### config.mk
export PLATFORM = sky130hd
export DESIGN_NAME = a1_scaler_reader
export DESIGN_NICKNAME = d
export VERILOG_FILES = /design/src/rtl/a1_scaler_reader.sv
export SDC_FILE = /design/constraint.sdc
export NUM_CORES = 1
export LEC_CHECK = 0
export CAP_MARGIN = 10
export CORE_MARGIN = 4
export CORE_UTILIZATION = 40
export DETAILED_ROUTE_END_ITERATION = 10
export PLACE_DENSITY = 0.6
export SYNTH_ARGS = -nofsm -noshare
export SYNTH_HDL_FRONTEND = slang
export SYNTH_SLANG_ARGS = --single-unit
### constraint.sdc
create_clock -name SIM_CLK -period 2.1 [get_ports SIM_CLK]
set_clock_uncertainty 0.05 [all_clocks]
set_input_delay 0.42 -clock SIM_CLK [delete_from_list [all_inputs] [get_ports SIM_CLK]]
set_output_delay 0.42 -clock SIM_CLK [all_outputs]
set_load 0.02 [all_outputs]
### src/rtl/a1_scaler_reader.sv
// Read-side consumer of the A1 scaler chain: synchronizes the ripple stage levels,
// waits for them to settle and serves a coherent two-half snapshot onto the channel bus.
module a1_scaler_reader #(
  parameter int NSTAGE     = 28,
  parameter int CHW        = 14,
  parameter int SETTLE_MAX = 4,
  parameter int HOLD_CYC   = 1024
) (
  input  logic              SIM_CLK,
  input  logic              SIM_RST,
  input  logic [NSTAGE-1:0] FS,
  input  logic              RCHBT_,
  input  logic              RCHAT_,
  output logic [CHW-1:0]    CHBUS,
  output logic              CHVALID,
  output logic              CHERR
);

  // state    | meaning
  // S_IDLE   | waiting for a strobe falling edge
  // S_SETTLE | waiting for two equal synchronized stage samples
  // S_DRIVE  | presenting the requested half while its strobe stays low
  typedef enum logic [1:0] {S_IDLE, S_SETTLE, S_DRIVE} state_t;

  localparam int TW = $clog2(HOLD_CYC + 1);
  localparam int CW = (SETTLE_MAX > 1) ? $clog2(SETTLE_MAX) : 1;
  localparam logic [TW-1:0] HOLD_LD  = TW'(HOLD_CYC);
  localparam logic [CW-1:0] CNT_LAST = CW'(SETTLE_MAX - 1);

  state_t            r_state;
  logic [NSTAGE-1:0] r_fs_m, r_fs_s, r_fs_p;
  logic              r_b1, r_b2, r_a1, r_a2;
  logic              r_req_b, r_req_a;
  logic              r_half;
  logic [NSTAGE-1:0] r_snap;
  logic              r_held_v, r_held_half;
  logic [TW-1:0]     r_timer;
  logic [CW-1:0]     r_cnt;

  logic w_req_hi, w_hit, w_rel, w_stable;

  // Low half wins when both strobes fall together.
  assign w_req_hi = ~r_req_b;
  assign w_hit    = r_held_v && (r_timer != '0) && (r_held_half == w_req_hi);
  assign w_rel    = r_half ? r_a2 : r_b2;
  assign w_stable = (r_fs_s == r_fs_p);

  always_ff @(posedge SIM_CLK) begin
    if (!SIM_RST) begin
      r_state     <= S_IDLE;
      r_fs_m      <= '0;
      r_fs_s      <= '0;
      r_fs_p      <= '0;
      r_b1        <= 1'b1;
      r_b2        <= 1'b1;
      r_a1        <= 1'b1;
      r_a2        <= 1'b1;
      r_req_b     <= 1'b0;
      r_req_a     <= 1'b0;
      r_half      <= 1'b0;
      r_snap      <= '0;
      r_held_v    <= 1'b0;
      r_held_half <= 1'b0;
      r_timer     <= '0;
      r_cnt       <= '0;
      CHBUS       <= '0;
      CHVALID     <= 1'b0;
      CHERR       <= 1'b0;
    end else begin
      r_fs_m  <= FS;
      r_fs_s  <= r_fs_m;
      r_fs_p  <= r_fs_s;
      r_b1    <= RCHBT_;
      r_b2    <= r_b1;
      r_a1    <= RCHAT_;
      r_a2    <= r_a1;
      r_req_b <= r_b2 & ~r_b1;
      r_req_a <= r_a2 & ~r_a1;
      CHERR   <= 1'b0;
      if (r_timer != '0) r_timer <= r_timer - TW'(1);

      case (r_state)
        S_IDLE: begin
          if (r_req_b || r_req_a) begin
            r_half <= w_req_hi;
            r_cnt  <= '0;
            CHERR  <= r_req_b & r_req_a;
            if (w_hit) begin
              r_state  <= S_DRIVE;
              r_held_v <= 1'b0;
              CHVALID  <= 1'b1;
              CHBUS    <= w_req_hi ? r_snap[NSTAGE-1:CHW] : r_snap[CHW-1:0];
            end else begin
              r_state <= S_SETTLE;
            end
          end
        end
        S_SETTLE: begin
          if (w_rel) begin
            r_state <= S_IDLE;
          end else if (w_stable || (r_cnt == CNT_LAST)) begin
            // A timed-out capture is still served and held, but flagged.
            r_state     <= S_DRIVE;
            r_snap      <= r_fs_s;
            r_held_v    <= 1'b1;
            r_held_half <= ~r_half;
            r_timer     <= HOLD_LD;
            CHERR       <= ~w_stable;
            CHVALID     <= 1'b1;
            CHBUS       <= r_half ? r_fs_s[NSTAGE-1:CHW] : r_fs_s[CHW-1:0];
          end else begin
            r_cnt <= r_cnt + CW'(1);
          end
        end
        S_DRIVE: begin
          if (w_rel) begin
            r_state <= S_IDLE;
            CHVALID <= 1'b0;
            CHBUS   <= '0;
          end
        end
        default: r_state <= S_IDLE;
      endcase
    end
  end

endmodule

After elaboration in Yosys (flattened, before gate mapping). Index checks and enable logic that the tools add are counted.

Reduce and logical (&&, ||, !) cells: 14. Equal/unequal tests: 12. Bitwise operators: 9. Add/sub/neg operators: 2. Multiplexer cells: 36.

Operators with widths (number): $mux 14 (7); $mux 11 (4); $pmux 14 s3 (1); $eq 28x28->1 (1); $mux 2 (8); $ne 2x2->1 const B (6); $mux 1 (11); $reduce_bool 11->1 (1); $sub 11x1->11 const B (1); $not 1->1 (6); $pmux 2 s3 (1); $reduce_and 3->1 (2); $reduce_and 6->1 (1); $reduce_and 5->1 (1); $eq 2x2->1 const B (2); $pmux 1 s2 (2); $pmux 2 s2 (1); $reduce_and 4->1 (1); $and 1x1->1 (3); $ne 3x3->1 const B (1); $pmux 1 s3 (1); $reduce_bool 3->1 (1); $add 2x1->2 const B (1); $eq 2x1->1 const B (1); 6 further kinds (8).

Logic and storage cells: 92. Output and inout port bits: 16. Input bits: 32. Flip-flop bits (word level): 152.

Depth between registers and ports, before layout.
Depth in word-level cells: 6. Gate-level depth with buffers: 9. Mapped depth without buffers: 8.

Least setup slack after synthesis. No wires, ideal clock.

Path kind: register to register. From: register r_timer[0]. To: register CHBUS[8]. Data required time: 1.928 ns. Library setup time: 0.122 ns. Path buffers: 1. Period minus slack after synthesis: 2.170 ns. Stages on the path, launching flop included: 10. Slack: -0.070 ns. Arrival: 1.998 ns. Cell sequence: dfxtp_1 > inv_1 > ha_1 > or4b_4 > nor4b_4 > o21ai_2 > nand3_2 > buf_2 > o21bai_1 > o311a_1.

Word-level cells in the longest chain between the ends: 5.

RTL lines: from (decl) (RTL line 37) `logic [TW-1:0] r_timer;`; from (signal assigned) (RTL line 80) `if (r_timer != '0) r_timer <= r_timer - TW'(1);`; $reduce_bool 11->1 (RTL line 44) `assign w_hit = r_held_v && (r_timer != '0) && (r_held_half == w_req_hi);`; $logic_and 1x1->1 (2 in series) (RTL line 44); $ne 2x2->1 (no line); $reduce_and 6->1 (no line); to (signal assigned) (RTL line 92) `CHBUS <= w_req_hi ? r_snap[NSTAGE-1:CHW] : r_snap[CHW-1:0];`; to (signal assigned) (RTL line 110) `CHBUS <= r_half ? r_fs_s[NSTAGE-1:CHW] : r_fs_s[CHW-1:0];`; to (decl) (RTL line 14) `output logic [CHW-1:0] CHBUS,`.

No other way between the ends. A chain may end at the register's enable or synchronous reset.

Final worst setup path.
From: register r_timer[0]. To: register CHBUS[1].

Same word-level chain as after synthesis.

==> results.yml <==
outcome:
  result_of_the_run: "finished, final reports clean"
floorplanning:
  die_x_um: 127.8
  ioPinCount: 48
  die_height_um: 127.8
  initial_utilization_pct: 41.05
  dieArea_mm2: 0.01634
  std_cell_rows: 43
  area_inside_the_core_boundary_mm2: 0.01399
worst_setup_path:
  worst_path_max_delay_cell: "sky130_fd_sc_hd__or4b_4"
  worst_ep_required_time_ps: 2350
  worst_path_max_stage_delay_ps: 490
  regToRegEndpoint: "CHBUS[1]"
  cp_cell_sequence: "inv_2, ha_4, or4b_4, nor4b_4, o21ai_2, nand3_4, clkbuf_16, o21bai_1, o311a_1"
  timing.critical_path.arrival_ps: 2340
  timing.setup.critical_path_class: "register to register"
  end_kind: "register"
  critical_path_peak_fanout: 7
  worst_setup_path_startpoint: "r_timer[0]"
  cp_num_buf_inv: 2
  rr_worst_depth: 9
  worst_setup_sp_type: "register"
  reg_to_reg_critical_path_startpoint: "r_timer[0]"
  critical-path-top-delay-family: "simple AND/OR/NAND/NOR gates"
  timing.reg2reg.setup_slack_ps: 10
clock_network:
  cts-buffers-inserted: 17
  cts.sink_count: 152
  cts_tree: "done"
  clock_pin_slew_on_the_worst_setup_and_hold_paths_ps: 60
  cts_root_buffer: "sky130_fd_sc_hd__clkbuf_16"
  htree_num_levels: 4
  worst_skew_pair.late_latency_ps: 420
  clock_path_buffers: 2
  cts.hold.buffers_added: 0
timing:
  drv_slew: 0
  setup_tns_ps: 0
  final-setup-viol-count: 0
  rsz_0062_raised_after_global_routing: "yes"
  tightestPinTransition_ps: 460.6
  timing.fmax_ghz: 0.4790
  hold_violations_final: 0
  final.min_clock_period_ps: 2088
  timing.final.crit_share_pct: 99.41
  max_slew_margin_pct: 68.41
worst_hold_path:
  hold_path.class: "input pin to register"
  hold_end: "r_a1"
  min_from: "SIM_RST"
  whs_path_depth: 2
drt:
  post_drt_via_cell_ratio: 4.923
  dr.pass1.iters: 4
  detail_route.wirelength_mm: 12.30
  routedWlPerCell_um: 14.85
  vias: 4076
  detail_route.drc_violations: 0
  drt_iter0_markers: 224
  routed_antenna_nets: 0
placed_design:
  place.port_buffers: 47
  placedInstanceArea_mm2: 0.006589
  detailedPlacementHpwl_mm: 8.230
  globalplace.congestion: 0.8624
power_and_ir_drop:
  leakage_nw: 2.909
  worst_ir_drop_vdd_v: 0.0005759
  power-per-cell-area_mw_per_mm2: 1214
synth:
  ys_async_sr_fraction_pct: 0
  mappedNetlistNets: 604
  yosys_most_used_dff: "sky130_fd_sc_hd__dfxtp_1"
  post_synth_inst_count: 567
  synth_top_area_cell: "sky130_fd_sc_hd__dfxtp_1"
  synth_enable_flop_cells: 0
  synth.cell_area_mm2: 0.005742
  seq_area_frac_synth_pct: 53.00
  synth.avg_cell_area_um2: 10.13
  netlist_top_cells_area: "sky130_fd_sc_hd__dfxtp_1, sky130_fd_sc_hd__mux2i_1, sky130_fd_sc_hd__and2_1, sky130_fd_sc_hd__xnor2_1, sky130_fd_sc_hd__nand2_1"
  synth-warning-count: 0
  ys_seq_elements: 152
  synth.lib_cells_used.distinct: 44
  synthDominantCellAreaShare_pct: 53.00
finish:
  mostFrequentLayoutCell: "sky130_fd_sc_hd__dfxtp_1"
  fillerInstances: 1268
  layout.cell_area.non_filler_mm2: 0.007332
  nets: 673
  final_layout_size_suffix_gt1_share_pct: 15.28
  n_diodes: 0
  areaGrowthSynthToFinish_pct: 27.70
  most-common-layout-cells: "sky130_fd_sc_hd__dfxtp_1, sky130_fd_sc_hd__nand2_1, sky130_fd_sc_hd__and2_1"
grt:
  grt_pass1_wl_mm: 20.12
  grt-ovfl-total: 0
  first_global_vias: 4163
  grt_max_degree: 113
  antenna_found_initial: 0
  track_usage_pct: 15.75
flow_run:
  maxCapViolations: 0
[state kept, by name (all words and copies together), names as in the netlist, 2 cells and up]
register,flops
CHBUS,14
r_cnt,2
r_fs_m,28
r_fs_p,28
r_fs_s,28
r_snap,28
r_state,2
r_timer,11
[through the flow]
| step | hold WS [ps] | setup WS, ps | std cells | power (mW) | util [%] |
|---|---|---|---|---|---|
| final | 292.2 | 12.35 | 828 | 8.898 | 52.42 |
| after global routing | 298.7 | -107.1 | 828 | 9.349 | 52.42 |
| after CTS | 282.9 | -2.705 | 824 | 8.666 | 51.23 |
| after detailed placement | 368.4 | -25.95 | 793 | 5.753 | 47.10 |
| after global placement | 364.5 | 22.75 | 793 | 5.690 | 47.10 |
| after floorplan | 358.0 | -0.6000 | 567 | 4.840 | - |
[cells by family after synthesis]
family | share of synthesized area [%]
muxes | 9.937
DFF | 53.00
xor gates and xnor gates | 5.492
buffers and inverters | 4.685
and+or+nand+nor | 16.37
adders and majority gates | 1.090
AOI/OAI and AO/OA | 9.436
[cell type report]
type                    count  area (um^2)  area share, %
flip-flops and latches    152         3054          41.66
multi-input cells         348         2555          34.85
repair buffers             81        815.8          11.13
clock buffers              20        446.7          6.092
well taps                 180        225.2          3.072
inverters                  36        135.1          1.843
clock inverters            11        100.1          1.365
[worst max path at each step]
stage,endpoint,slack [ps],cells after the start
global placement,CHBUS[6],20,9
CTS,CHBUS[9],-3,9
global route,CHBUS[5],-110,9
finish,CHBUS[1],10,9
floorplan,CHVALID,-0.6,9
detailed placement,r_timer[6],-30,8
[metal layers]
layer | vias to the layer above | wire (um) | share of wire, % | GRT usage, %
met4 | 0 | 214 | 1.7 | 6.617
li1 | 2047 | - | - | -
met2 | 85 | 5509 | 45 | 23.94
met1 | 1928 | 6024 | 49 | 20.85
met5 | - | 0 | 0 | 0
met3 | 16 | 548 | 4.5 | 4.750
[power by group]
part           total (mW)  switching, mW  internal (mW)
Sequential           3.35          0.191           3.15
Combinational        2.73           1.41           1.32
Clock                2.82           1.17           1.65
[what timing repair did]
item	in CTS	in global routing
pin swaps	4	19
buffers inserted	0	2
resized for setup	7	24
setup endpoints to repair	8	55
gates cloned	0	2
[cells in the mapped netlist, types with 2 or more instances]
| library cell | instances |
|---|---|
| sky130_fd_sc_hd__ha_1 | 5 |
| sky130_fd_sc_hd__dfxtp_1 | 152 |
| sky130_fd_sc_hd__inv_1 | 36 |
| sky130_fd_sc_hd__o22ai_1 | 14 |
| sky130_fd_sc_hd__a211oi_1 | 4 |
| sky130_fd_sc_hd__nor3b_1 | 3 |
| sky130_fd_sc_hd__o311a_1 | 13 |
| sky130_fd_sc_hd__nor3_1 | 4 |
| sky130_fd_sc_hd__o21ai_2 | 2 |
| sky130_fd_sc_hd__xor2_1 | 3 |
| sky130_fd_sc_hd__nand4_1 | 8 |
| sky130_fd_sc_hd__a21oi_1 | 12 |
| sky130_fd_sc_hd__nand2_1 | 67 |
| sky130_fd_sc_hd__or4_1 | 2 |
| sky130_fd_sc_hd__o21ai_0 | 6 |
| sky130_fd_sc_hd__nand2b_1 | 7 |
| sky130_fd_sc_hd__nor4_1 | 3 |
| sky130_fd_sc_hd__nor2_1 | 14 |
| sky130_fd_sc_hd__and2_1 | 58 |
| sky130_fd_sc_hd__xnor2_1 | 33 |
| sky130_fd_sc_hd__o21bai_1 | 13 |
| sky130_fd_sc_hd__clkbuf_1 | 20 |
| sky130_fd_sc_hd__buf_1 | 3 |
| sky130_fd_sc_hd__or3_1 | 2 |
| sky130_fd_sc_hd__buf_4 | 3 |
| sky130_fd_sc_hd__buf_2 | 5 |
| sky130_fd_sc_hd__o21a_1 | 2 |
| sky130_fd_sc_hd__mux2i_1 | 57 |
Power figures use the tool's default switching activity.
==> patch 1: new RTL, same flow settings <==
`HOLD_CYC`: 1024 -> 512.
--- a/src/rtl/a1_scaler_reader.sv
+++ b/src/rtl/a1_scaler_reader.sv
@@ -6,3 +6,3 @@
   parameter int SETTLE_MAX = 4,
-  parameter int HOLD_CYC   = 1024
+  parameter int HOLD_CYC   = 512
 ) (
Function: no difference found for any inputs over 10 cycles, from zero or initial values and one cycle with SIM_RST low; that may be too few to reach the edited logic, so the function may still have changed.
==> patch 1 against the unedited design <==
Sequential cell count decreased by 1. Largest cell class unchanged. Critical endpoint is now r_snap[1]. Area after synthesis decreased by 0.61%. Sequential share of layout area rose by 0.35 points. Worst setup slack improved by 82 ps. Power decreased by 3.5%. Largest power group unchanged. Highest routed layer unchanged. Routed wire length shrank 7.7%. Combinational power shrank 25%. Cell area down 0.99%.
==> patch 1: results (changes against the unedited design) <==
Avg Inst Size Synth: 10.2 um^2 (was 10.1 um^2)
Final hold slack: 346 ps (was 292 ps)
Post_cts resized: 0 (was 7)
Worst-Skew Late Latency: 420 ps (about the same)
Met3 GRT Util: 3.43% (was 4.75%)
First-pass GRT wire length: 18800 um (was 20100 um)
Ranking of synthesized cells by area: dfxtp_1, mux2i_1, and2_1 (unchanged)
Post-synth net total: 598 (was 604)
Final net count: 657 (was 673)
Synth cell types: 43 (was 44)
Crit Reg-Reg Startpoint: r_fs_s[1] (was r_timer[0])
Worst hold endpoint: r_b1 (was r_a1)
RR Endpoint: r_snap[1] (was CHBUS[1])
Iter 0 DRT Violations: 237 (was 224)
Met2 Routed Length: 4970 um (was 5510 um)
Die extent in x: 127 um (was 128 um)
Internal Power: 6.15 mW (was 6.13 mW)
Met2 GRT Util: 22.9% (was 23.9%)
Layout cells sized above 1: 14.7% (was 15.3%)
Most frequent cells after synthesis: dfxtp_1, nand2_1, and2_1, mux2i_1, inv_1 (was dfxtp_1, nand2_1, and2_1)
Largest net degree at the start of global routing: 52 (was 113)
Clock Power Share: 37.5% (was 31.7%)
Post-Route WL: 11300 um (was 12300 um)
Worst Reg-to-Reg Cells: 8 (was 9)
End point of the critical path: r_snap[1] (was CHBUS[1])
Routed via count: 3874 (was 4076)
Seq group: 3.31 mW (was 3.35 mW)
Slowest cell on crit path: dfxtp_1 (was or4b_4)
Met1 Use GR: 19.4% (was 20.8%)
Status: complete, no violations (unchanged)
WL/cell: 14.0 um (was 14.9 um)
Sequential share of power: 38.6% (was 37.6%)
Metal3 WL: 458 um (was 548 um)
P_leak: 2.86 nW (was 2.91 nW)
RD Place Congestion: 0.810 (was 0.862)
Setup ws final: 93.9 ps (was 12.4 ps)
Met1 wire length: 5650 um (was 6020 um)
Crit-path max cell delay: 340 ps (was 490 ps)
DP Area: 6430 um^2 (was 6590 um^2)
GRT Resource Usage Total: 14.8% (was 15.7%)
DP Cell Count: 776 (was 793)
Crit Path Max Fanout: 10 (was 7)
Vias in the first global route: 3823 (was 4163)
Hold Path Origin: SIM_RST (unchanged)
Dpl ws: -69.1 ps (was -25.9 ps)
Sequential element share of the synthesized area: 53.0% (about the same)
Post-CTS Setup Bufs: 2 (was 0)
Peak VDD IR: 717 uV (was 576 uV)
HPWL Detailed: 7580 um (was 8230 um)
patch 1: changes by cell type after synthesis, moves of 3 or more:
cell,change
a21oi_1,-3
nor2_1,+3
nor3b_1,-3
nand3_1,+4
clkbuf_1,-3
patch 1: cell families after synthesis:
group	count (synthesis)	synth area share [%]
mux	58	10.2
flops	151	53.0
buf+inv	68	5.24
fa+ha+maj	5	1.10
simple gates	173	15.9
compound gates	71	9.23
xor+xnor	35	5.37
patch 1: critical path, delay by kind of cell (launching register included):
family / cells / cell delay (ps)
AO/OA/AOI/OAI: 1 / 130
flip-flops: 1 / 340
buffers and inverters: 2 / 400
multiplexers: 1 / 200
XOR/XNOR: 1 / 190
AND/OR/NAND/NOR: 3 / 610
patch 1: cell type report:
class                   instances  area, um^2  share of cell area [%]
clock inverters                13         193                    2.65
inverters                      38         143                    1.96
well taps                     180         225                    3.10
repair buffers                 70         727                    10.0
flip-flops and latches        151        3050                    42.0
multi-input cells             342        2480                    34.2
clock buffers                  18         439                    6.05
==> patch 2: new RTL, same flow settings <==
Without the edit above. Register the inputs `FS`, `RCHBT_` and `RCHAT_` before use, cleared by the reset. The logic sees them one clock later.
--- a/src/rtl/a1_scaler_reader.sv
+++ b/src/rtl/a1_scaler_reader.sv
@@ -28,2 +28,18 @@
   localparam logic [CW-1:0] CNT_LAST = CW'(SETTLE_MAX - 1);
+
+  logic [NSTAGE-1:0] FS_q;
+  logic RCHBT__q;
+  logic RCHAT__q;
+
+  always_ff @(posedge SIM_CLK) begin
+    if (!SIM_RST) begin
+      FS_q     <= '0;
+      RCHBT__q <= '0;
+      RCHAT__q <= '0;
+    end else begin
+      FS_q     <= FS;
+      RCHBT__q <= RCHBT_;
+      RCHAT__q <= RCHAT_;
+    end
+  end
 
@@ -69,8 +85,8 @@
     end else begin
-      r_fs_m  <= FS;
+      r_fs_m  <= FS_q;
       r_fs_s  <= r_fs_m;
       r_fs_p  <= r_fs_s;
-      r_b1    <= RCHBT_;
+      r_b1    <= RCHBT__q;
       r_b2    <= r_b1;
-      r_a1    <= RCHAT_;
+      r_a1    <= RCHAT__q;
       r_a2    <= r_a1;
Formal check against the unedited RTL: not equivalent (Yosys sat finds a counterexample within 4 cycles, from zero or initial values and one cycle with SIM_RST low).
==> patch 2 against the unedited design <==
Sequential cell count is 30 higher. Critical path depth is the same. Area after synthesis is 14% higher. Sequential power grew 13%. Core utilization decreased by 2.1 points. Via count is 5.1% higher. Worst setup slack gained 2.2 ps. Routed wire length hardly changed. Cell area increased by 9.7%. Power down 2.5%. Highest routed layer unchanged.
==> patch 2: results (changes against the unedited design) <==
Status: complete, no violations (unchanged)
Hold path cells: 1 (was 2)
HPWL Detailed: 8580 um (was 8230 um)
GRT Resource Usage Total: 14.3% (was 15.7%)
Met2 Routed Length: 5800 um (was 5510 um)
Worst hold endpoint: r_b1 (was r_a1)
Crit-path max cell delay: 410 ps (was 490 ps)
Ranking of synthesized cells by area: dfxtp_1, mux2i_1, and2_1 (unchanged)
Largest net degree at the start of global routing: 73 (was 113)
First-pass GRT wire length: 20700 um (was 20100 um)
Post-Route WL: 12300 um (about the same)
Number of vias per cell: 4.58 (was 4.92)
Peak VDD IR: 666 uV (was 576 uV)
Post-synth net total: 684 (was 604)
Delay-heaviest family, CP: buffers and inverters (was simple AND/OR/NAND/NOR gates)
Post_cts resized: 1 (was 7)
Met1 wire length: 5890 um (was 6020 um)
Dpl ws: -76.6 ps (was -25.9 ps)
Crit Reg-Reg Startpoint: r_fs_s[1] (was r_timer[0])
Post-synth ARST share: 0% (unchanged)
Iter 0 DRT Violations: 289 (was 224)
Synth cell types: 41 (was 44)
Avg Inst Size Synth: 10.1 um^2 (about the same)
Vias in the first global route: 4261 (was 4163)
Post-CTS Setup Bufs: 1 (was 0)
Hold WC Path Type: register to register (was primary input to register)
Relative slew slack: 74.5% (was 68.4%)
Internal Power: 6.32 mW (was 6.13 mW)
RD Place Congestion: 0.843 (was 0.862)
Slowest cell on crit path: dfxtp_1 (was or4b_4)
Met1 Use GR: 18.2% (was 20.8%)
Final period utilization: 99.3% (was 99.4%)
Final net count: 743 (was 673)
Metal3 WL: 448 um (was 548 um)
Sequential element share of the synthesized area: 55.6% (was 53.0%)
End point of the critical path: CHBUS[3] (was CHBUS[1])
Met2 GRT Util: 22.7% (was 23.9%)
DP Area: 7370 um^2 (was 6590 um^2)
Met3 GRT Util: 4.03% (was 4.75%)
Most frequent cells after synthesis: dfxtp_1, nand2_1, and2_1 (unchanged)
Fin cells: 935 (was 828)
H-tree levels: 4 (unchanged)
DP Cell Count: 901 (was 793)
CTS Buf Count: 17 (unchanged)
Hold Path Origin: RCHBT__q (was SIM_RST)
Layout cells sized above 1: 10.0% (was 15.3%)
Final hold slack: 356 ps (was 292 ps)
P_leak: 3.16 nW (was 2.91 nW)
-- patch 2: area by class of cell --
class                      instances  area (um^2)
fill                            1494         7950
sequential                       182         3650
multi-input combinational        398         2670
timing repair buffer              71          719
clock buffer                      20          467
tap                              216          270
clock inverter                    12          136
inverter                          36          135
-- patch 2: cells by family after synthesis --
| family | count (synthesis) | synth area share, % |
|---|---|---|
| adder cells (fa/ha/maj) | 5 | 0.954 |
| flip-flops | 182 | 55.6 |
| XOR/XNOR | 38 | 5.08 |
| multiplexers | 71 | 10.8 |
| AND/OR/NAND/NOR | 246 | 19.2 |
| AO/OA/AOI/OAI | 38 | 4.16 |
| buffers and inverters | 67 | 4.18 |
-- patch 2: power by group through the flow --
stage / registers (mW) / clock network, mW / logic, mW
CTS: 3.79 / 3.27 / 1.66
global route: 3.81 / 3.42 / 1.86
floorplan: 3.83 / 0 / 1.18
finish: 3.79 / 3.19 / 1.70
global placement: 3.85 / 0 / 1.58
detailed placement: 3.86 / 0 / 1.63
